### src/rtl/dcd_apply_vars_if.sv
// Decision/backtrack handshake bundle between the SAT search controller and dcd_apply_vars.
// The master drives requests; the slave (the variable store) answers with ack/err/done.
interface dcd_apply_vars_if #(
   parameter int NUM   = 8,
   parameter int LVL_W = 8
);
   logic             dcd_req_i;
   logic [NUM-1:0]   dcd_index_i;
   logic             dcd_polarity_i;
   logic [LVL_W-1:0] dcd_level_i;
   logic             dcd_ack_o;
   logic             dcd_err_o;
   logic             bkt_req_i;
   logic [LVL_W-1:0] bkt_level_i;
   logic             bkt_done_o;

   modport master (
      output dcd_req_i, dcd_index_i, dcd_polarity_i, dcd_level_i,
      output bkt_req_i, bkt_level_i,
      input  dcd_ack_o, dcd_err_o, bkt_done_o
   );

   modport slave (
      input  dcd_req_i, dcd_index_i, dcd_polarity_i, dcd_level_i,
      input  bkt_req_i, bkt_level_i,
      output dcd_ack_o, dcd_err_o, bkt_done_o
   );
endinterface

### src/rtl/dcd_apply_vars.sv
// Per-variable value/level store: applies decisions and clears assignments above a level on backtrack.
// Optional DCD_APPLY_ONEHOT_CHK_EN rejects decision indexes that are not exactly one-hot.
module dcd_apply_vars #(
   parameter  int NUM   = 8,
   parameter  int WIDTH = 3,
   parameter  int LVL_W = 8,
   localparam int IDX_W = $clog2(NUM),
   localparam int CNT_W = $clog2(NUM + 1)
) (
   input  logic                   clk,
   input  logic                   rst_n,
   dcd_apply_vars_if.slave        bus,
   output logic [NUM*WIDTH-1:0]   value_o,
   output logic [NUM*LVL_W-1:0]   level_o,
   output logic                   busy_o,
   output logic [CNT_W-1:0]       free_cnt_o
);

   typedef enum logic [1:0] {IDLE, APPLY, BKT_SCAN, BKT_DONE} state_t;

   state_t           state;
   state_t           state_next;
   logic [WIDTH-1:0] fields [NUM];
   logic [LVL_W-1:0] levels [NUM];
   logic [IDX_W-1:0] ptr;
   logic [IDX_W-1:0] tgt;
   logic [LVL_W-1:0] bkt_level_q;
   logic             err_q;
   logic [CNT_W-1:0] hits;
   logic             idx_ok;
   logic             tgt_free;
   logic             dcd_write;
   logic             dcd_err_next;
   logic             scan_clear;
   logic             bkt_take;
   logic             dcd_take;
   logic [WIDTH-1:0] new_field;

   always_ff @(posedge clk or negedge rst_n) begin
      if (!rst_n) begin
         state <= IDLE;
      end else begin
         state <= state_next;
      end
   end

   always_comb begin
      state_next = state;
      case (state)
         IDLE: begin
            if (bus.bkt_req_i) begin
               state_next = BKT_SCAN;
            end else if (bus.dcd_req_i) begin
               state_next = APPLY;
            end
         end
         APPLY:    state_next = IDLE;
         BKT_SCAN: begin
            if (ptr == IDX_W'(NUM - 1)) begin
               state_next = BKT_DONE;
            end
         end
         BKT_DONE: state_next = IDLE;
         default:  state_next = IDLE;
      endcase
   end

   always_comb begin
      busy_o         = (state != IDLE);
      bus.dcd_ack_o  = (state == APPLY);
      bus.dcd_err_o  = (state == APPLY) && err_q;
      bus.bkt_done_o = (state == BKT_DONE);
   end

   // Target is the lowest set index bit; hits counts set bits for the optional one-hot check.
   always_comb begin
      tgt  = '0;
      hits = '0;
      for (int i = NUM - 1; i >= 0; i--) begin
         if (bus.dcd_index_i[i]) begin
            tgt  = IDX_W'(i);
            hits = hits + CNT_W'(1);
         end
      end
      tgt_free = (fields[tgt][2:1] == 2'b00);
`ifdef DCD_APPLY_ONEHOT_CHK_EN
      idx_ok       = (hits == CNT_W'(1));
      dcd_err_next = !(idx_ok && tgt_free);
`else
      idx_ok       = (hits != '0);
      dcd_err_next = idx_ok && !tgt_free;
`endif
      dcd_write  = idx_ok && tgt_free;
      new_field      = '0;
      new_field[2:1] = bus.dcd_polarity_i ? 2'b10 : 2'b01;
      scan_clear = (fields[ptr][2:1] != 2'b00) && (levels[ptr] > bkt_level_q);
      bkt_take   = (state == IDLE) && bus.bkt_req_i;
      dcd_take   = (state == IDLE) && bus.dcd_req_i && !bus.bkt_req_i;
   end

   // A decision commits on the edge entering APPLY, so the write and the ack appear together.
   always_ff @(posedge clk or negedge rst_n) begin
      if (!rst_n) begin
         for (int i = 0; i < NUM; i++) begin
            fields[i] <= '0;
            levels[i] <= '0;
         end
         ptr         <= '0;
         bkt_level_q <= '0;
         err_q       <= 1'b0;
      end else begin
         if (bkt_take) begin
            ptr         <= '0;
            bkt_level_q <= bus.bkt_level_i;
         end else if (dcd_take) begin
            err_q <= dcd_err_next;
            if (dcd_write) begin
               fields[tgt] <= new_field;
               levels[tgt] <= bus.dcd_level_i;
            end
         end else if (state == BKT_SCAN) begin
            if (scan_clear) begin
               fields[ptr] <= '0;
               levels[ptr] <= '0;
            end
            ptr <= ptr + IDX_W'(1);
         end
      end
   end

   always_comb begin
      value_o    = '0;
      level_o    = '0;
      free_cnt_o = '0;
      for (int i = 0; i < NUM; i++) begin
         value_o[WIDTH*i +: WIDTH] = fields[i];
         level_o[LVL_W*i +: LVL_W] = levels[i];
         if (fields[i][2:1] == 2'b00) begin
            free_cnt_o = free_cnt_o + CNT_W'(1);
         end
      end
   end

endmodule

### src/flat_wrapper.sv
// flat-port wrapper written by rule: the top's interface ports become plain ports
module dcd_apply_vars_flat 
#(
   parameter  int NUM   = 8,
   parameter  int WIDTH = 3,
   parameter  int LVL_W = 8,
   localparam int IDX_W = $clog2(NUM),
   localparam int CNT_W = $clog2(NUM + 1)
)
  (clk, rst_n, value_o, level_o, busy_o, free_cnt_o, bus_dcd_req_i, bus_dcd_index_i, bus_dcd_polarity_i, bus_dcd_level_i, bus_bkt_req_i, bus_bkt_level_i, bus_dcd_ack_o, bus_dcd_err_o, bus_bkt_done_o);
  dcd_apply_vars_if #(.NUM(NUM), .LVL_W(LVL_W)) bus_i ();
  input  logic clk;
  input  logic rst_n;
  output logic [NUM*WIDTH-1:0] value_o;
  output logic [NUM*LVL_W-1:0] level_o;
  output logic busy_o;
  output logic [CNT_W-1:0] free_cnt_o;
  input wire logic [$bits(bus_i.dcd_req_i)-1:0] bus_dcd_req_i;
  input wire logic [$bits(bus_i.dcd_index_i)-1:0] bus_dcd_index_i;
  input wire logic [$bits(bus_i.dcd_polarity_i)-1:0] bus_dcd_polarity_i;
  input wire logic [$bits(bus_i.dcd_level_i)-1:0] bus_dcd_level_i;
  input wire logic [$bits(bus_i.bkt_req_i)-1:0] bus_bkt_req_i;
  input wire logic [$bits(bus_i.bkt_level_i)-1:0] bus_bkt_level_i;
  output wire logic [$bits(bus_i.dcd_ack_o)-1:0] bus_dcd_ack_o;
  output wire logic [$bits(bus_i.dcd_err_o)-1:0] bus_dcd_err_o;
  output wire logic [$bits(bus_i.bkt_done_o)-1:0] bus_bkt_done_o;
  assign bus_i.dcd_req_i = bus_dcd_req_i;
  assign bus_i.dcd_index_i = bus_dcd_index_i;
  assign bus_i.dcd_polarity_i = bus_dcd_polarity_i;
  assign bus_i.dcd_level_i = bus_dcd_level_i;
  assign bus_i.bkt_req_i = bus_bkt_req_i;
  assign bus_i.bkt_level_i = bus_bkt_level_i;
  assign bus_dcd_ack_o = bus_i.dcd_ack_o;
  assign bus_dcd_err_o = bus_i.dcd_err_o;
  assign bus_bkt_done_o = bus_i.bkt_done_o;
  dcd_apply_vars #(.NUM(NUM), .WIDTH(WIDTH), .LVL_W(LVL_W)) u_core (.clk(clk), .rst_n(rst_n), .bus(bus_i), .value_o(value_o), .level_o(level_o), .busy_o(busy_o), .free_cnt_o(free_cnt_o));
endmodule
### config.mk
export PLATFORM = sky130hd
export DESIGN_NAME = dcd_apply_vars_flat
export DESIGN_NICKNAME = d
export VERILOG_FILES = /design/src/rtl/dcd_apply_vars_if.sv /design/src/rtl/dcd_apply_vars.sv /design/src/flat_wrapper.sv
export SDC_FILE = /design/constraint.sdc
export NUM_CORES = 1
export LEC_CHECK = 0
export CAP_MARGIN = 5
export CORE_MARGIN = 2
export CORE_UTILIZATION = 53
export DETAILED_ROUTE_END_ITERATION = 16
export GPL_TIMING_DRIVEN = 0
export PLACE_DENSITY = 0.81
export SLEW_MARGIN = 10
export SYNTH_ARGS = -nofsm -noshare
export SYNTH_HDL_FRONTEND = slang
export SYNTH_SLANG_ARGS = --single-unit
### constraint.sdc
create_clock -name clk -period 8.1 [get_ports clk]
set_clock_uncertainty 0.2 [all_clocks]
set_input_delay 2.025 -clock clk [delete_from_list [all_inputs] [get_ports clk]]
set_output_delay 2.025 -clock clk [all_outputs]
set_load 0.01 [all_outputs]
## Word-level counts from Yosys, hierarchy flattened

Cells that the tools add are included.

| word-level totals | value |
|---|---|
| register bits | 102 |
| logic and storage cells | 146 |
| output and inout port bits | 96 |

| cells by class | value |
|---|---|
| order comparisons | 5 |
| add/subtract/negate cells | 15 |
| equal/unequal tests | 8 |
| bitwise logic cells | 7 |
| reductions and logical operators | 32 |
| multiplexer cells | 59 |

Operators with widths:

| cell | count |
|---|---|
| 64-bit two-way mux | 4 |
| 24-bit two-way mux | 4 |
| 64-bit AND | 1 |
| 64-bit bitwise mux | 1 |
| 64-bit NOT | 1 |
| 4-bit two-way mux | 14 |
| 3-bit two-way mux | 17 |
| 4-bit by 1-bit adder with 4-bit output (second input constant) | 12 |
| 8-bit demux with 3-bit select | 2 |
| 8-bit two-way mux | 4 |
| 24-bit AND | 1 |
| 8-bit binary-select mux with 3-bit select | 1 |
| 24-bit bitwise mux | 1 |
| 24-bit NOT | 1 |
| 2-bit logical NOT | 10 |
| 3-bit binary-select mux with 3-bit select | 2 |
| 3-bit demux with 3-bit select | 2 |
| 2-bit nonzero test | 5 |
| 1-bit logical AND | 9 |
| 4-bit >= comparator (second input constant) | 2 |
| 8-bit greater-than comparator | 1 |
| 4-bit by 1-bit less-than comparator with 1-bit output (second input constant) | 2 |
| 2-bit two-way mux | 4 |
| 3-bit NOT with 4-bit output | 2 |
| 15 further kinds | 23 |

## Depth between registers and ports, before layout

| depth | value |
|---|---|
| depth in word-level cells | 19 |
| gate-level depth with buffers | 24 |
| gate-level depth less buffers | 23 |

## Worst setup path before layout

No wires, ideal clock.

| path | value |
|---|---|
| path type | input-to-reg |
| from | input bus_dcd_index_i[6] |
| to | register u_core.fields (netlist bit u_core.value_o[9]) |
| data required time | 7.834 ns |
| data arrival time | 6.262 ns |
| path slack | 1.572 ns |
| stages on the path | 22 |
| path buffers | 1 |
| path through | inv_1 > ha_1 > xor2_1 > ha_1 > nand2_1 > o21ai_0 > ha_1 > mux2_2 > ha_1 > nand2_1 > nand3_1 > ha_1 > nand2b_1 > o21a_1 > ha_1 > nor3b_1 > mux2i_1 > o311a_2 > or3_4 > o311ai_1 > buf_2 > and2_1 |

| on the way | value |
|---|---|
| word-level cells in the longest chain between the ends | 17 |

Ends and longest elaborated chain:

| what | RTL line | source |
|---|---|---|
| from (decl) | flat_wrapper.sv:19 | `input wire logic [$bits(bus_i.dcd_index_i)-1:0] bus_dcd_index_i;` |
| 4-bit two-way mux | dcd_apply_vars.sv:80 | `if (bus.dcd_index_i[i]) begin` |
| 4-bit by 1-bit adder with 4-bit output | dcd_apply_vars.sv:82 | `hits = hits + CNT_W'(1);` |
| 4-bit two-way mux | dcd_apply_vars.sv:80 |  |
| 4-bit by 1-bit adder with 4-bit output | dcd_apply_vars.sv:82 |  |
| 4-bit two-way mux | dcd_apply_vars.sv:80 |  |
| 4-bit by 1-bit adder with 4-bit output | dcd_apply_vars.sv:82 |  |
| 4-bit two-way mux | dcd_apply_vars.sv:80 |  |
| 4-bit by 1-bit adder with 4-bit output | dcd_apply_vars.sv:82 |  |
| 4-bit two-way mux | dcd_apply_vars.sv:80 |  |
| 4-bit by 1-bit adder with 4-bit output | dcd_apply_vars.sv:82 |  |
| 4-bit two-way mux | dcd_apply_vars.sv:80 |  |
| 4-bit by 1-bit adder with 4-bit output | dcd_apply_vars.sv:82 |  |
| 4-bit two-way mux | dcd_apply_vars.sv:80 |  |
| 4-bit nonzero test | dcd_apply_vars.sv:90 | `idx_ok = (hits != '0);` |
| 1-bit logical AND | dcd_apply_vars.sv:93 | `dcd_write = idx_ok && tgt_free;` |
| 2-bit by 1-bit inequality test with 1-bit output (no source line) | n/a |  |
| 4-bit AND reduction (no source line) | n/a |  |
| to (signal, indexed assignment) | dcd_apply_vars.sv:118 | `fields[tgt] <= new_field;` |
| to (decl) | dcd_apply_vars.sv:23 | `logic [WIDTH-1:0] fields [NUM];` |

Several ways; a longest one is shown, not always the timed one. The select of a mux whose other input is x is not followed.
A chain may end at the register's enable or synchronous reset.

## Final worst setup path

| path | value |
|---|---|
| from | register u_core.fields (netlist bit u_core.value_o[1]) |
| to | output free_cnt_o[3] |

| on the way | value |
|---|---|
| word-level cells in the longest chain between the ends | 16 |

Ends and longest elaborated chain:

| what | RTL line | source |
|---|---|---|
| 2-bit logical NOT * | dcd_apply_vars.sv:138 | `if (fields[i][2:1] == 2'b00) begin` |
| 1-bit two-way mux * | dcd_apply_vars.sv:138 |  |
| 1-bit by 1-bit adder with 2-bit output | dcd_apply_vars.sv:139 | `free_cnt_o = free_cnt_o + CNT_W'(1);` |
| 4-bit two-way mux * | dcd_apply_vars.sv:138 |  |
| 4-bit by 1-bit adder with 4-bit output | dcd_apply_vars.sv:139 |  |
| 4-bit two-way mux * | dcd_apply_vars.sv:138 |  |
| 4-bit by 1-bit adder with 4-bit output | dcd_apply_vars.sv:139 |  |
| 4-bit two-way mux * | dcd_apply_vars.sv:138 |  |
| 4-bit by 1-bit adder with 4-bit output | dcd_apply_vars.sv:139 |  |
| 4-bit two-way mux * | dcd_apply_vars.sv:138 |  |
| 4-bit by 1-bit adder with 4-bit output | dcd_apply_vars.sv:139 |  |
| 4-bit two-way mux * | dcd_apply_vars.sv:138 |  |
| 4-bit by 1-bit adder with 4-bit output | dcd_apply_vars.sv:139 |  |
| 4-bit two-way mux * | dcd_apply_vars.sv:138 |  |
| 4-bit by 1-bit adder with 4-bit output | dcd_apply_vars.sv:139 |  |
| 4-bit two-way mux * | dcd_apply_vars.sv:138 |  |
| to (decl) | flat_wrapper.sv:17 | `output logic [CNT_W-1:0] free_cnt_o;` |

Every way passes the cells marked *; elsewhere a longest branch is shown, timed or not.

==> results.cfg <==
[run_status]
status = completed

[setup_path]
crit_type = flip-flop to output pin
critPathRequiredTime_ps = 5880
r2r_setup_slack_ps = 2500
crit_fanout = 3
crit_path_start = u_core.value_o[1]
end_kind = output pin
start_kind = flip-flop
r2r-start = u_core.ptr[1]
crit_arrival_ps = 5430

[place]
preCtsSetupSlack_ps = 468
place.gp.congestion = 0.978
placed_cell_area_um2 = 7890
portBuffers = 120
dp_cells = 947
hpwl_mm = 15.3

[floorplan]
die_x_um = 115
num_rows = 40
initial_core_util = 0.542
die_y_um = 115
core_area_um2 = 12000
io_pins = 125
die_area_um2 = 13100

[clocking]
ctsRootBufferMaster = clkbuf_16
cts_post_setup_buffers_inserted = 0
numClockSinks = 102
cts-hold-fix-buffers = 0
cts_buffer_depth = 2
ctsResizeCount = 0
clk_latency_ps = 350
path_clk_slew_ps = 70
cts_tree = built
cts_buffers = 9
h-tree-depth = 3

[timing]
drv_slew = 0
worst-slew-pin-transition_ps = 1190
fmax_mhz = 131
fin_setup_tns_ps = 0
min_period_ps = 7650
final_hold_viol_count = 0
max_slew_margin = 0.207
finalSetupViolations = 0
worst_slack_ps = 447
fin_crit_sh = 0.945
rsz0062_at_grt = no

[finish]
drive_above_1_share = 0.0798
finalNetCount = 865
layout_common_cells = clkdlybuf4s50_1, dfrtp_1, inv_1
fin_cells = 962
area_growth_pct = 26.3
antennaDiodeCount = 0
final_common_cell = clkdlybuf4s50_1
final_area_um2 = 8190

[global_route]
grt_pass1_wl_mm = 32.1
grt_pass1_vias = 5962
antenna_found_initial = 0
grt_max_degree = 66
global_route.usage.total = 0.317
grt_overflow = 0

[yosys]
ys_seq_area_frac = 0.394
synth_area_um2 = 6480
synth-edff-count = 0
synth_cell_type_count = 79
synthTopCellsByArea = dfrtp_1, ha_1, o22ai_1
syn_inst = 679
synth_top_flop_cell = dfrtp_1
syn_avg_cell_area_um2 = 9.55
yosys_warnings = 0
synth_async_sr_flop_share = 1.00
synth_seq_cells = 102
netlist.area_leader.share = 0.394
synthesis.nets = 733
synth_largest_area_cell = dfrtp_1

[pwr]
combPwrFrac = 0.666
powerDensity_nw_per_um2 = 455
clkPwrFrac = 0.119
p_total_mw = 3.73
netSwitchingFraction = 0.432
ir_worst_vdd_v = 0.000493
power.switching_mw = 1.61
pwr-share-seq = 0.216
p_leak_nw = 3.48
internal-power_mw = 2.12

[drt]
drc = 0
vias = 6239
drtIter0Drc = 631
wl_per_cell_um = 21.5
drtPass1Iterations = 6
finalWirelength_mm = 20.7
ant_nets = 0
via_per_inst = 6.49

[run]
drv_cap = 0

[hold_path]
hold_path.class = flip-flop to flip-flop
min_from = u_core.value_o[6]
## metrics by stage
step / hold slack (ps) / util
after floorplan: 265 / -
after global placement: 272 / 0.658
after detailed placement: 280 / 0.660
after CTS: 301 / 0.685
after global routing: 320 / 0.685
final: 295 / 0.685
## cell type report
cell class / count / area [µm²]
Clock buffer: 11 / 243
Multi-Input combinational cell: 470 / 3500
Tap cell: 147 / 184
Clock inverter: 4 / 55.1
Inverter: 64 / 240
Fill cell: 938 / 3770
Timing Repair Buffer: 121 / 1230
Buffer: 43 / 193
Sequential cell: 102 / 2550
## synthesized netlist by cell type (all sizes together) (3+ instances only)
library cell and n:
nand2b 9, a22oi 4, nor2b 13, dfrtp 102, nand2 63, xnor2 12
a311oi 8, xnor3 4, a22o 24, inv 64, or3 5, or2 4
a211oi 3, a21oi 13, nor3 5, mux4 6, mux2 7, and2 15
mux2i 11, nor3b 6, clkbuf 28, o211ai 6, o22ai 43, o31ai 9
o21ai 26, buf 15, xor2 7, a32o 9, ha 25, o311ai 4
a31oi 4, o21a 4, nand3b 4, nand3 45, a221o 3, nor2 30
nand4 3, o21bai 3
## worst max-delay path: stages, from the launching register on
cell and delay [ps]:
dfrtp_1 400, or2_2 370, ha_1 200, or3_1 320, nand2_1 80, ha_1 220
and2_1 150, or2_2 310, ha_1 290, or3_1 380, o31a_1 150, ha_1 310
mux2_2 300, ha_1 200, nand2_1 70, xor2_1 160, xnor2_1 180, nand2_1 80
nor3_1 200, xnor2_1 150, clkdlybuf4s50_1 550
## layer usage
metal / share of wire / wire length (µm) / vias up / track usage
met4: 0.026 / 546 / 0 / 0.105
met2: 0.45 / 9240 / 415 / 0.473
met5: 0 / 0 / - / 0
met3: 0.10 / 2150 / 52 / 0.0720
met1: 0.42 / 8770 / 3037 / 0.459
li1: - / - / 2735 / -
## flip-flops by register name, indices dropped and copies added, names as in the netlist
register	cells
u_core.ptr	3
u_core.bkt_level_q	8
u_core.level_o	64
u_core.value_o	24
u_core.state	2
u_core.err_q	1
## kinds of logic (layout without fill, tap and decap cells)
kind of cell               after synthesis  after routing  synth area share
and+or+nand+nor                        212            212             0.167
AOI/OAI and AO/OA                      185            185             0.231
buffers and inverters                  107            243            0.0668
DFF                                    102            102             0.394
adders and majority gates               25             25            0.0483
xor gates and xnor gates                24             24            0.0436
muxes                                   24             24            0.0500
## power groups by stage
stage	clock network, mW	logic [mW]	registers, mW
finish	0.442	2.48	0.804
global route	0.461	2.68	0.816
CTS	0.443	2.47	0.796
detailed placement	0	2.45	0.802
global placement	0	2.36	0.798
floorplan	0	1.50	0.814
## path summary, 6_finish.rpt
path | end | cells past startpoint
max in group asynchronous | u_core.level_o[1] | 2
min in group asynchronous | u_core.level_o[29] | 1
max | free_cnt_o[3] | 20
max reg2reg | u_core.value_o[5] | 17
min reg2reg | u_core.value_o[6] | 1
min | u_core.value_o[6] | 1
(Power assumes the default switching activity.)
